`config.mk`:
```
export PLATFORM = sky130hd
export DESIGN_NAME = prince_d2_scheduler_flat
export DESIGN_NICKNAME = d
export VERILOG_FILES = /design/src/rtl/prince_d2_scheduler_pkg.sv /design/src/rtl/prince_d2_scheduler_if.sv /design/src/rtl/prince_d2_scheduler_lfsr.sv /design/src/rtl/prince_d2_scheduler.sv /design/src/flat_wrapper.sv
export SDC_FILE = /design/constraint.sdc
export NUM_CORES = 1
export LEC_CHECK = 0
export BUFFER_PORTS_ARGS = -buffer_cell sky130_fd_sc_hd__buf_4
export CORE_AREA = 2 2 555 557
export DETAILED_ROUTE_END_ITERATION = 6
export DIE_AREA = 0 0 557 559
export PLACE_DENSITY = 0.3
export SLEW_MARGIN = 20
export SYNTH_ARGS = -nofsm -noshare
export SYNTH_HDL_FRONTEND = slang
export SYNTH_SLANG_ARGS = --single-unit
```
`constraint.sdc`:
```
create_clock -name clk -period 2.2 [get_ports clk]
set_clock_uncertainty 0.2 [all_clocks]
set_input_delay 0.22 -clock clk [delete_from_list [all_inputs] [get_ports clk]]
set_output_delay 0.22 -clock clk [all_outputs]
set_load 0.005 [all_outputs]
```
`src/rtl/prince_d2_scheduler_pkg.sv`:
```
// rtl/prince_d2_scheduler_pkg.sv - shared types and constants for the PRINCE d2 job scheduler
// Holds the scheduler state enum, datapath widths, the LFSR polynomial and its step function.
package prince_sched_pkg;

    localparam int SHARE_W = 64;
    localparam int DATA_W  = 192;
    localparam int DYN_W   = 32;
    localparam int STAT_W  = 216;

    localparam logic [31:0] LFSR_POLY = 32'h8020_0003;

    typedef enum logic [1:0] {
        ST_IDLE = 2'd0,
        ST_LOAD = 2'd1,
        ST_RUN  = 2'd2,
        ST_RESP = 2'd3
    } sched_state_e;

    // Galois form: shift right, fold the polynomial in when a one falls out.
    function automatic logic [31:0] lfsr_next(input logic [31:0] s);
        return s[0] ? ((s >> 1) ^ LFSR_POLY) : (s >> 1);
    endfunction

endpackage

```
`src/rtl/prince_d2_scheduler_if.sv`:
```
// rtl/prince_d2_scheduler_if.sv - requester, response and core-side bundle for the scheduler
// Signals: req/req_enc_dec/req_data_0/req_data_1/gnt (requesters), rsp_* (result),
// busy, static_r_in, core_* (to/from the masked PRINCE core).
// Modports: slave = scheduler view, master = environment (requesters, consumer, core).
interface prince_d2_scheduler_if;
    import prince_sched_pkg::*;

    logic [1:0]        req;
    logic [1:0]        req_enc_dec;
    logic [DATA_W-1:0] req_data_0;
    logic [DATA_W-1:0] req_data_1;
    logic [1:0]        gnt;
    logic              rsp_valid;
    logic              rsp_ready;
    logic              rsp_id;
    logic [DATA_W-1:0] rsp_data;
    logic              rsp_timeout;
    logic              busy;
    logic [STAT_W-1:0] static_r_in;
    logic              core_start;
    logic [DATA_W-1:0] core_in;
    logic              core_enc_dec;
    logic [DYN_W-1:0]  core_dynamic_r;
    logic [STAT_W-1:0] core_static_r;
    logic [DATA_W-1:0] core_out;
    logic              core_done;

    modport slave (
        input  req, req_enc_dec, req_data_0, req_data_1, rsp_ready, static_r_in, core_out, core_done,
        output gnt, rsp_valid, rsp_id, rsp_data, rsp_timeout, busy,
        output core_start, core_in, core_enc_dec, core_dynamic_r, core_static_r
    );

    modport master (
        output req, req_enc_dec, req_data_0, req_data_1, rsp_ready, static_r_in, core_out, core_done,
        input  gnt, rsp_valid, rsp_id, rsp_data, rsp_timeout, busy,
        input  core_start, core_in, core_enc_dec, core_dynamic_r, core_static_r
    );

endinterface

```
`src/rtl/prince_d2_scheduler_lfsr.sv`:
```
// rtl/prince_d2_scheduler_lfsr.sv - free-running 32-bit Galois LFSR for per-cycle fresh randomness
// Ports: clk, reset (async active-low), state_o (current LFSR state, SEED after reset).
module prince_sched_lfsr
    import prince_sched_pkg::*;
#(
    parameter logic [31:0] SEED = 32'hACE1_2468
) (
    input  logic             clk,
    input  logic             reset,
    output logic [DYN_W-1:0] state_o
);

    logic [31:0] state_q;
    logic [31:0] state_d;

    always_comb state_d = lfsr_next(state_q);

    always_ff @(posedge clk or negedge reset) begin
        if (!reset) begin
            state_q <= SEED;
        end else begin
            state_q <= state_d;
        end
    end

    assign state_o = state_q;

endmodule

```
`src/rtl/prince_d2_scheduler.sv`:
```
// rtl/prince_d2_scheduler.sv - two-requester round-robin job controller for the masked PRINCE core
// Ports: clk, reset (async active-low), bus (prince_d2_scheduler_if.slave: requests/grant,
// result handshake, busy, core load/run interface and randomness).
// Macro PRINCE_SCHED_STATIC_REFRESH_EN: core_static_r becomes a register refilled from the
// LFSR during LOAD (load phase stretched to at least 7 cycles); otherwise static_r_in passes through.
module prince_d2_scheduler
    import prince_sched_pkg::*;
#(
    parameter int          LOAD_CYCLES = 2,
    parameter int          TIMEOUT     = 63,
    parameter logic [31:0] LFSR_SEED   = 32'hACE1_2468
) (
    input  logic                  clk,
    input  logic                  reset,
    prince_d2_scheduler_if.slave  bus
);

`ifdef PRINCE_SCHED_STATIC_REFRESH_EN
    localparam int L_CYC = (LOAD_CYCLES > 7) ? LOAD_CYCLES : 7;
`else
    localparam int L_CYC = LOAD_CYCLES;
`endif
    localparam logic [5:0] L_LAST  = 6'(L_CYC - 1);
    localparam logic [5:0] TO_LAST = 6'(TIMEOUT - 1);

    sched_state_e      state_q, state_d;
    logic [5:0]        cnt_q, cnt_d;
    logic              ptr_q, ptr_d;
    logic [DATA_W-1:0] core_in_q, core_in_d;
    logic              core_enc_dec_q, core_enc_dec_d;
    logic              rsp_id_q, rsp_id_d;
    logic              rsp_valid_q, rsp_valid_d;
    logic              rsp_timeout_q, rsp_timeout_d;
    logic [DATA_W-1:0] rsp_data_q, rsp_data_d;
    logic [1:0]        gnt;
    logic              win;
    logic [DYN_W-1:0]  lfsr;

    prince_sched_lfsr #(.SEED(LFSR_SEED)) u_lfsr (
        .clk     (clk),
        .reset   (reset),
        .state_o (lfsr)
    );

    // ptr_q names the requester served last; the other one wins a tie.
    always_comb begin
        win = 1'b0;
        case (bus.req)
            2'b01:   win = 1'b0;
            2'b10:   win = 1'b1;
            2'b11:   win = ~ptr_q;
            default: win = 1'b0;
        endcase
    end

    always_comb begin
        state_d        = state_q;
        cnt_d          = cnt_q;
        ptr_d          = ptr_q;
        core_in_d      = core_in_q;
        core_enc_dec_d = core_enc_dec_q;
        rsp_id_d       = rsp_id_q;
        rsp_valid_d    = rsp_valid_q;
        rsp_timeout_d  = rsp_timeout_q;
        rsp_data_d     = rsp_data_q;
        gnt            = 2'b00;
        case (state_q)
            ST_IDLE: begin
                if (bus.req != 2'b00) begin
                    gnt            = win ? 2'b10 : 2'b01;
                    ptr_d          = win;
                    rsp_id_d       = win;
                    core_in_d      = win ? bus.req_data_1 : bus.req_data_0;
                    core_enc_dec_d = bus.req_enc_dec[win];
                    cnt_d          = 6'd0;
                    state_d        = ST_LOAD;
                end
            end
            ST_LOAD: begin
                if (cnt_q == L_LAST) begin
                    cnt_d   = 6'd0;
                    state_d = ST_RUN;
                end else begin
                    cnt_d = cnt_q + 6'd1;
                end
            end
            ST_RUN: begin
                cnt_d = cnt_q + 6'd1;
                // A done arriving on the last allowed cycle still counts as success.
                if (bus.core_done) begin
                    rsp_data_d    = bus.core_out;
                    rsp_valid_d   = 1'b1;
                    rsp_timeout_d = 1'b0;
                    state_d       = ST_RESP;
                end else if (cnt_q == TO_LAST) begin
                    rsp_data_d    = '0;
                    rsp_valid_d   = 1'b1;
                    rsp_timeout_d = 1'b1;
                    state_d       = ST_RESP;
                end
            end
            ST_RESP: begin
                if (bus.rsp_ready) begin
                    rsp_valid_d = 1'b0;
                    state_d     = ST_IDLE;
                end
            end
            default: state_d = ST_IDLE;
        endcase
    end

    always_ff @(posedge clk or negedge reset) begin
        if (!reset) begin
            state_q        <= ST_IDLE;
            cnt_q          <= 6'd0;
            ptr_q          <= 1'b1;
            core_in_q      <= '0;
            core_enc_dec_q <= 1'b0;
            rsp_id_q       <= 1'b0;
            rsp_valid_q    <= 1'b0;
            rsp_timeout_q  <= 1'b0;
            rsp_data_q     <= '0;
        end else begin
            state_q        <= state_d;
            cnt_q          <= cnt_d;
            ptr_q          <= ptr_d;
            core_in_q      <= core_in_d;
            core_enc_dec_q <= core_enc_dec_d;
            rsp_id_q       <= rsp_id_d;
            rsp_valid_q    <= rsp_valid_d;
            rsp_timeout_q  <= rsp_timeout_d;
            rsp_data_q     <= rsp_data_d;
        end
    end

`ifdef PRINCE_SCHED_STATIC_REFRESH_EN
    logic [STAT_W-1:0] stat_q, stat_d;
    logic              unused_static_r_in;

    // Seven 32-bit words fill 216 bits; the oldest word's top bits fall off.
    always_comb begin
        stat_d = stat_q;
        if (state_q == ST_LOAD && cnt_q < 6'd7) begin
            stat_d = {stat_q[STAT_W-DYN_W-1:0], lfsr};
        end
    end

    always_ff @(posedge clk or negedge reset) begin
        if (!reset) begin
            stat_q <= '0;
        end else begin
            stat_q <= stat_d;
        end
    end

    assign bus.core_static_r = stat_q;
    assign unused_static_r_in = ^bus.static_r_in;
`else
    assign bus.core_static_r = bus.static_r_in;
`endif

    assign bus.gnt            = gnt;
    assign bus.rsp_valid      = rsp_valid_q;
    assign bus.rsp_id         = rsp_id_q;
    assign bus.rsp_data       = rsp_data_q;
    assign bus.rsp_timeout    = rsp_timeout_q;
    assign bus.busy           = (state_q != ST_IDLE);
    assign bus.core_start     = (state_q == ST_LOAD);
    assign bus.core_in        = core_in_q;
    assign bus.core_enc_dec   = core_enc_dec_q;
    assign bus.core_dynamic_r = lfsr;

endmodule
```
`src/flat_wrapper.sv`:
```
// flat-port wrapper written by rule: the top's interface ports become plain ports
module prince_d2_scheduler_flat import prince_sched_pkg::*;
#(
    parameter int          LOAD_CYCLES = 2,
    parameter int          TIMEOUT     = 63,
    parameter logic [31:0] LFSR_SEED   = 32'hACE1_2468
)
  (clk, reset, bus_req, bus_req_enc_dec, bus_req_data_0, bus_req_data_1, bus_rsp_ready, bus_static_r_in, bus_core_out, bus_core_done, bus_gnt, bus_rsp_valid, bus_rsp_id, bus_rsp_data, bus_rsp_timeout, bus_busy, bus_core_start, bus_core_in, bus_core_enc_dec, bus_core_dynamic_r, bus_core_static_r);
  prince_d2_scheduler_if bus_i ();
  input  logic clk;
  input  logic reset;
  input wire logic [$bits(bus_i.req)-1:0] bus_req;
  input wire logic [$bits(bus_i.req_enc_dec)-1:0] bus_req_enc_dec;
  input wire logic [$bits(bus_i.req_data_0)-1:0] bus_req_data_0;
  input wire logic [$bits(bus_i.req_data_1)-1:0] bus_req_data_1;
  input wire logic [$bits(bus_i.rsp_ready)-1:0] bus_rsp_ready;
  input wire logic [$bits(bus_i.static_r_in)-1:0] bus_static_r_in;
  input wire logic [$bits(bus_i.core_out)-1:0] bus_core_out;
  input wire logic [$bits(bus_i.core_done)-1:0] bus_core_done;
  output wire logic [$bits(bus_i.gnt)-1:0] bus_gnt;
  output wire logic [$bits(bus_i.rsp_valid)-1:0] bus_rsp_valid;
  output wire logic [$bits(bus_i.rsp_id)-1:0] bus_rsp_id;
  output wire logic [$bits(bus_i.rsp_data)-1:0] bus_rsp_data;
  output wire logic [$bits(bus_i.rsp_timeout)-1:0] bus_rsp_timeout;
  output wire logic [$bits(bus_i.busy)-1:0] bus_busy;
  output wire logic [$bits(bus_i.core_start)-1:0] bus_core_start;
  output wire logic [$bits(bus_i.core_in)-1:0] bus_core_in;
  output wire logic [$bits(bus_i.core_enc_dec)-1:0] bus_core_enc_dec;
  output wire logic [$bits(bus_i.core_dynamic_r)-1:0] bus_core_dynamic_r;
  output wire logic [$bits(bus_i.core_static_r)-1:0] bus_core_static_r;
  assign bus_i.req = bus_req;
  assign bus_i.req_enc_dec = bus_req_enc_dec;
  assign bus_i.req_data_0 = bus_req_data_0;
  assign bus_i.req_data_1 = bus_req_data_1;
  assign bus_i.rsp_ready = bus_rsp_ready;
  assign bus_i.static_r_in = bus_static_r_in;
  assign bus_i.core_out = bus_core_out;
  assign bus_i.core_done = bus_core_done;
  assign bus_gnt = bus_i.gnt;
  assign bus_rsp_valid = bus_i.rsp_valid;
  assign bus_rsp_id = bus_i.rsp_id;
  assign bus_rsp_data = bus_i.rsp_data;
  assign bus_rsp_timeout = bus_i.rsp_timeout;
  assign bus_busy = bus_i.busy;
  assign bus_core_start = bus_i.core_start;
  assign bus_core_in = bus_i.core_in;
  assign bus_core_enc_dec = bus_i.core_enc_dec;
  assign bus_core_dynamic_r = bus_i.core_dynamic_r;
  assign bus_core_static_r = bus_i.core_static_r;
  prince_d2_scheduler #(.LOAD_CYCLES(LOAD_CYCLES), .TIMEOUT(TIMEOUT), .LFSR_SEED(LFSR_SEED)) u_core (.clk(clk), .reset(reset), .bus(bus_i));
endmodule
```
==> summary.md, run 1 <==
## Outcome
* status: finished, violations left
* violated checks: DRC, setup timing

## Yosys
* async set-or-reset flop fraction in the synthesized netlist: 1.00
* leading area contributor after synthesis: sky130_fd_sc_hd__dfrtp_1
* synthesized area per cell: 12.5 sq um
* Yosys warnings: 0
* xor/xnor share of the synthesized area: 0.00341
* leading register cell type out of synthesis: sky130_fd_sc_hd__dfrtp_1
* area of the mapped netlist: 18000 sq um
* mux contribution to synthesized area: 0.00230
* net count after synthesis: 2248
* post-synth cell types: 38
* top post-synthesis cells by count: 415 x sky130_fd_sc_hd__dfrtp_1, 246 x sky130_fd_sc_hd__buf_4, 198 x sky130_fd_sc_hd__inv_1
* area fraction in and, or, nand and nor cells after synthesis: 0.0138
* sequential-to-total area share from yosys stat: 0.598
* post-synthesis sequential element count: 429
* largest family of logic cells by synthesized area: compound AO/OA/AOI/OAI gates
* number of standard cells after synthesis: 1440
* top cells by area, synth: sky130_fd_sc_hd__dfrtp_1 58%, sky130_fd_sc_hd__a222oi_1 11%, sky130_fd_sc_hd__buf_4 10%
* area fraction of the dominant cell type after synthesis: 0.577
* number of synthesized flops with an enable pin: 0
* Adder-Cell Fraction of Synth Area: 0.00557
* synthesized-area fraction occupied by ao, oa, aoi and oai cells: 0.205
* most used standard cell by instance count after synthesis: sky130_fd_sc_hd__dfrtp_1

## Clocking
* clk buf depth: 3
* total clock buffers created by CTS: 58
* Clock Latency Late Sink: 730 ps
* cell at the root of the clock tree: sky130_fd_sc_hd__clkbuf_16
* CTS H-tree lvls: 2
* clock tree sinks: 429
* clock tree from TritonCTS: done
* clock input transition at the sequential cells of the worst setup and hold paths: 60 ps

## Die
* area of the core: 305000 sq um
* Die W: 557 um
* Die H: 559 um
* initial core utilization: 0.0590
* number of rows in the core area: 203
* Total Die Area: 311000 sq um
* I/O pin count: 1440

## Layout
* FILL cells: 34600
* ratio of cells with drive above 1 in the final layout: 0.404
* number of nets in the layout: 3900
* area overhead of the layout relative to synthesis: 125%

## Routing
* via density per instance: 2.67
* post-route DRC violation count: 14
* router iterations before antenna repair: 7
* via total after detailed routing: 19400
* total detailed-routing wirelength: 175 mm
* drt initial violations: 1505
* WL/cell: 24.1 um
* number of nets still failing antenna checks after routing: 0

## Timing
* transition time of the tightest slew-check pin: 465 ps
* RSZ-0062 raised after global routing: yes
* accumulated negative setup slack: -8220 ps
* maximum clock frequency: 411 MHz
* worst-case setup margin in the final layout: -235 ps
* number of endpoints failing setup at the final stage: 135
* pins over their slew limit: 0
* share of the clock period used by the worst path: 1.11
* slew margin rel.: 0.689
* Min Clock Period, post-route: 2440 ps
* final count of hold timing violations: 0

## Critical path
* crit-path max cell delay: 370 ps
* critical-path maximum fanout: 3
* critical path data arrival time: 2020 ps
* data required time at the worst endpoint: 1780 ps
* start-to-end type of the worst setup path: reg2out
* ordered cell list for the critical path: inv_2 -> ha_4 -> buf_4 -> buf_6 -> and2_4 -> buf_16 -> buf_6
* standard cell with the maximum stage delay on the critical path: sky130_fd_sc_hd__dfrtp_1
* CP bufs+invs: 5
* endpoint class of the critical path: primary output
* critical path's top delay family: buffers and inverters
* Most common cell on crit path: sky130_fd_sc_hd__buf_6
* category of the worst setup path launch point: register

## Global route
* first-pass GRT wire length: 216 mm
* pin count of the biggest net entering global routing: 54
* number of global-route vias before repair: 20900
* global router's overall resource usage: 0.105
* global route total overflow: 0
* antenna violations before repair: 76

## Placement
* weighted congestion at the end of routability-driven global placement: 0.806
* hpwl dp: 143 mm
* Port Buf Inserts: 1007
* worst setup slack after placement: -92.2 ps

## Run
* count of max-cap constraint violations: 0

## Worst hold path
* type of the worst min-delay path: in2async

## Pwr
* cell leakage power: 18.5 nW
* power density over the cells: 1070 nW/um^2
* VDD IR-drop max: 0.665 mV

==> cell families after synthesis <==
| group | after synthesis |
|---|---|
| fa+ha+maj | 8 |
| simple gates | 44 |
| compound gates | 398 |
| mux | 4 |
| flops | 429 |
| xor+xnor | 7 |
| buf+inv | 550 |
==> power breakdown <==
group          switching [mW]  leakage [nW]  internal (mW)
Sequential               2.74          5.31           11.4
Combinational            8.54          12.1           10.4
Clock                    4.23         0.995           6.02
==> worst paths after layout <==
path,start,end,slack [ps],depth (start not counted)
hold reg to reg,u_core.u_lfsr.state_o[6]$_DFF_PN1_,u_core.u_lfsr.state_o[5]$_DFF_PN1_,170,0
max in group asynchronous,reset,u_core.bus.core_in[144]$_DFFE_PN0P_,1040,4
hold / removal,reset,u_core.bus.rsp_data[18]$_DFFE_PN0P_,70,3
min in group clk,bus_req_data_0[162],u_core.bus.core_in[162]$_DFFE_PN0P_,100,4
setup reg to reg,u_core.state_q[1]$_DFFE_PN0P_,u_core.bus.core_in[14]$_DFFE_PN0P_,-140,10
setup / recovery,u_core.state_q[1]$_DFFE_PN0P_,bus_gnt[1],-240,7
==> metrics by stage <==
stage	instances	power, mW	utilization	area, sq um	hold WS, ps
after floorplan	1440	19.8	-	18000	-276
after global placement	6293	31.0	0.0966	29500	-33.0
after detailed placement	6293	30.9	0.0966	29500	-34.9
after CTS	7220	43.6	0.131	39800	-181
after global routing	7260	46.2	0.132	40400	46.1
final	7264	43.3	0.133	40400	69.2
==> sequential cells by signal (all words and copies together), names as in the netlist, 2 cells and up <==
register / count
u_core.bus.core_in: 192
u_core.state_q: 2
u_core.bus.rsp_data: 192
u_core.u_lfsr.state_o: 32
u_core.cnt_q: 6
==> cell type report <==
type / count / area [sq um] / area share
repair buffers: 1944 / 17500 / 0.433
flip-flops and latches: 429 / 10800 / 0.266
well taps: 4100 / 5130 / 0.127
multi-input cells: 461 / 4210 / 0.104
clock buffers: 88 / 1730 / 0.0429
inverters: 198 / 746 / 0.0184
clock inverters: 20 / 297 / 0.00734
diodes: 24 / 60.1 / 0.00149
==> routing by layer <==
metal  GRT usage  routed length (um)
met1      0.0891               51800
met2       0.198               91500
met3      0.0655               25200
met4      0.0333                5970
met5     0.00525                 310
==> timing repair <==
| item | 4_1_cts | 5_1_grt |
|---|---|---|
| endpoints found under the hold margin | 817 | 2 |
| endpoints found under the setup margin | 37 | 299 |
| resized for setup | 30 | 67 |
| pin swaps | 5 | 62 |
| cloned | 3 | 12 |
| hold buffers | 801 | 2 |
| buffers inserted | 17 | 10 |
==> layout by cell type, fill, tap and decap left out, types with 4 or more instances in the layout <==
cell type	Yosys	final
sky130_fd_sc_hd__nor2_1	9	6
sky130_fd_sc_hd__clkbuf_8	0	17
sky130_fd_sc_hd__bufinv_16	0	5
sky130_fd_sc_hd__diode_2	0	24
sky130_fd_sc_hd__clkbuf_16	0	67
sky130_fd_sc_hd__and3_1	11	11
sky130_fd_sc_hd__o21ai_0	4	4
sky130_fd_sc_hd__buf_12	0	36
sky130_fd_sc_hd__buf_4	246	1063
sky130_fd_sc_hd__buf_8	0	11
sky130_fd_sc_hd__a22o_1	182	182
sky130_fd_sc_hd__buf_16	0	7
sky130_fd_sc_hd__clkbuf_1	40	13
sky130_fd_sc_hd__nand2_1	7	7
sky130_fd_sc_hd__inv_1	198	195
sky130_fd_sc_hd__a21o_1	13	13
sky130_fd_sc_hd__xnor2_1	4	4
sky130_fd_sc_hd__dlygate4sd3_1	0	799
sky130_fd_sc_hd__dfrtp_1	415	414
sky130_fd_sc_hd__buf_6	6	17
sky130_fd_sc_hd__clkinv_2	0	7
sky130_fd_sc_hd__dfstp_2	14	14
sky130_fd_sc_hd__a222oi_1	191	191
sky130_fd_sc_hd__ha_1	8	6
==> worst register-to-register path, cell delays in order (launching register included) <==
cell and delay (ps):
sky130_fd_sc_hd__dfrtp_1 370, sky130_fd_sc_hd__inv_2 60, sky130_fd_sc_hd__ha_4 160, sky130_fd_sc_hd__buf_4 130
sky130_fd_sc_hd__buf_6 110, sky130_fd_sc_hd__and2_4 180, sky130_fd_sc_hd__buf_12 160, sky130_fd_sc_hd__clkbuf_16 230
sky130_fd_sc_hd__buf_12 230, sky130_fd_sc_hd__a222oi_1 320, sky130_fd_sc_hd__inv_1 80
Power figures use the tool's default switching activity.
==> inputs of run 2 (changes only) <==
- CTS_BUF_LIST: unset -> sky130_fd_sc_hd__clkbuf_4
==> run 2 against run 1 <==
  * The flow still finishes with violations (DRC, setup timing)
  * Critical path type unchanged
  * Register-to-register slack lost 100 ps
  * Non-clock buffer count rose by 553
  * Final area grew 16%
  * Highest routed layer unchanged
  * Global-route usage grew 0.40 points
  * Routed wire length rose by 4.0%
  * Sequential share of layout area fell by 3.7 points
  * Sequential power is 5% higher
  * Maximum frequency shrank 11%
  * Cell count up 9.4%
  * Critical path depth stayed put
==> summary.md, run 2 (same netlist as run 1, synthesis figures left out) <==
## Global route
* first-pass GRT wire length: 228 mm, +5.6%
* global route total overflow: 0, unchanged
* antenna violations before repair: 78, +2.6%
* global router's overall resource usage: 0.109, +0.00400
* pin count of the biggest net entering global routing: 54, unchanged
* number of global-route vias before repair: 24400, +17%

## Layout
* sequential standard cell area: 10800 sq um, +0.43%
* area of the multi-input gates: 4230 sq um, +0.48%
* FILL cells: 34100, -1.5%
* number of nets in the layout: 4542, +16%
* highest-count cells in the layout ignoring fill and taps: 1270 x sky130_fd_sc_hd__dlygate4sd3_1, 723 x sky130_fd_sc_hd__buf_4, 438 x sky130_fd_sc_hd__buf_6
* utilization of the core after routing: 0.154, +0.0218
* ratio of cells with drive above 1 in the final layout: 0.395, -0.00859
* area overhead of the layout relative to synthesis: 162%
* most frequent standard cell in the layout excluding fill and tap cells: sky130_fd_sc_hd__dlygate4sd3_1

## Critical path
* endpoint class of the critical path: primary output
* critical path data arrival time: 2300 ps, +280 ps
* start-to-end type of the worst setup path: reg2out
* category of the worst setup path launch point: register
* critical-path maximum fanout: 2, -1
* data required time at the worst endpoint: 1780 ps, about the same

## Routing
* number of nets still failing antenna checks after routing: 0, unchanged
* via density per instance: 2.80, +4.8%
* total detailed-routing wirelength: 182 mm, +4.0%
* via total after detailed routing: 22200, +15%
* router iterations before antenna repair: 7, unchanged
* drt initial violations: 1517, +0.80%
* WL/cell: 22.9 um, -4.9%
* post-route DRC violation count: 18, +4

## Die
* initial core utilization: 0.0590, unchanged
* I/O pin count: 1440, unchanged
* area of the core: 305000 sq um, unchanged
* Die H: 559 um, unchanged
* Die W: 557 um, unchanged
* number of rows in the core area: 203, unchanged
* Total Die Area: 311000 sq um, unchanged

## Pwr
* Final Power: 46.1 mW, +6.5%
* VDD IR-drop max: 0.521 mV, -22%
* cell leakage power: 21.2 nW, +15%
* power density over the cells: 980 nW/um^2, -8.6%

## Clocking
* cell at the root of the clock tree: sky130_fd_sc_hd__clkbuf_4
* clock input transition at the sequential cells of the worst setup and hold paths: 60 ps, about the same
* total clock buffers created by CTS: 147, +150%
* CTS H-tree lvls: 4, +2
* clock tree from TritonCTS: done
* clock tree sinks: 429, unchanged
* Clock Latency Late Sink: 1060 ps, +330 ps
* clk buf depth: 4, +1

## Timing
* Min Clock Period, post-route: 2720 ps, +286 ps
* share of the clock period used by the worst path: 1.24, +0.130
* final count of hold timing violations: 0, unchanged
* smallest hold slack: 116 ps, +47.2 ps
* worst-case setup margin in the final layout: -522 ps, -286 ps
* slew margin rel.: 0.609, -0.0799
* maximum clock frequency: 367 MHz, -11%
* number of endpoints failing setup at the final stage: 157, +16%
* transition time of the tightest slew-check pin: 584 ps, +119 ps
* pins over their slew limit: 0, unchanged
* RSZ-0062 raised after global routing: yes

## Outcome
* status: finished, violations left
* violated checks: DRC, setup timing

## Placement
* worst setup slack after placement: -92.2 ps, unchanged
* weighted congestion at the end of routability-driven global placement: 0.806, unchanged
* hpwl dp: 143 mm, unchanged
* Port Buf Inserts: 1007, unchanged

## Run
* count of max-cap constraint violations: 0, unchanged

## Worst hold path
* type of the worst min-delay path: in2reg

[run 2: final timing paths]
| path | start | to | slack [ps] | depth (start not counted) |
|---|---|---|---|---|
| max in group asynchronous | reset | u_core.bus.core_in[144]$_DFFE_PN0P_ | 260 | 7 |
| min | bus_req_data_1[4] | u_core.bus.core_in[4]$_DFFE_PN0P_ | 120 | 4 |
| min in group asynchronous | reset | u_core.bus.core_in[32]$_DFFE_PN0P_ | 610 | 5 |
| min reg2reg | u_core.u_lfsr.state_o[27]$_DFF_PN1_ | u_core.u_lfsr.state_o[26]$_DFF_PN1_ | 160 | 0 |
| max | u_core.state_q[1]$_DFFE_PN0P_ | bus_gnt[1] | -520 | 7 |
| max reg2reg | u_core.state_q[1]$_DFFE_PN0P_ | u_core.bus.core_in[36]$_DFFE_PN0P_ | -240 | 12 |
[run 2: critical path, cell delays in order, from the launching register on]
cell and delay, ps:
sky130_fd_sc_hd__dfrtp_1 360, sky130_fd_sc_hd__inv_2 60, sky130_fd_sc_hd__ha_4 160, sky130_fd_sc_hd__buf_4 130, sky130_fd_sc_hd__buf_6 110, sky130_fd_sc_hd__and2_4 150, sky130_fd_sc_hd__buf_16 150, sky130_fd_sc_hd__buf_6 120
[run 2: routing by layer]
metal | up-vias | routed length, um | part of all wire | global-route usage
met5 | - | 198 | 0.0011 | 0.00216
met2 | 1664 | 94600 | 0.52 | 0.203
met4 | 18 | 7140 | 0.039 | 0.0402
met1 | 10500 | 53000 | 0.29 | 0.0912
met3 | 319 | 27000 | 0.15 | 0.0704
li1 | 9751 | - | - | -
[run 2: layout make-up]
class	count	share of cell area
Inverter	198	0.0158
Timing Repair Buffer	2497	0.520
Multi-Input combinational cell	461	0.0898
Clock buffer	196	0.0313
Tap cell	4100	0.109
Sequential cell	429	0.229
Antenna cell	33	0.00175
Clock inverter	32	0.00340
[run 2: timing repair]
item                                    4_1_cts  5_1_grt
hold buffers                               1270        1
endpoints found under the setup margin      452      677
pin swaps                                     5       33
setup buffers                                92       17
resized for setup                           495       59
hold endpoints to repair                    826      203
gates cloned                                  4       13
[run 2: power by group]
group / switching [mW] / internal (mW) / total [mW]
clock: 4.46 / 4.09 / 8.55
combinational: 9.03 / 13.7 / 22.7
sequential: 3.35 / 11.5 / 14.9
[run 2: metrics by stage]
step / TNS [ps] / area [sq um] / std cells
after global routing: -71400 / 47100 / 7941
after global placement: -84.0 / 29500 / 6293
after CTS: -75260 / 46400 / 7886
after detailed placement: -177 / 29500 / 6293
after floorplan: 0 / 18000 / 1440
final: -14730 / 47100 / 7946
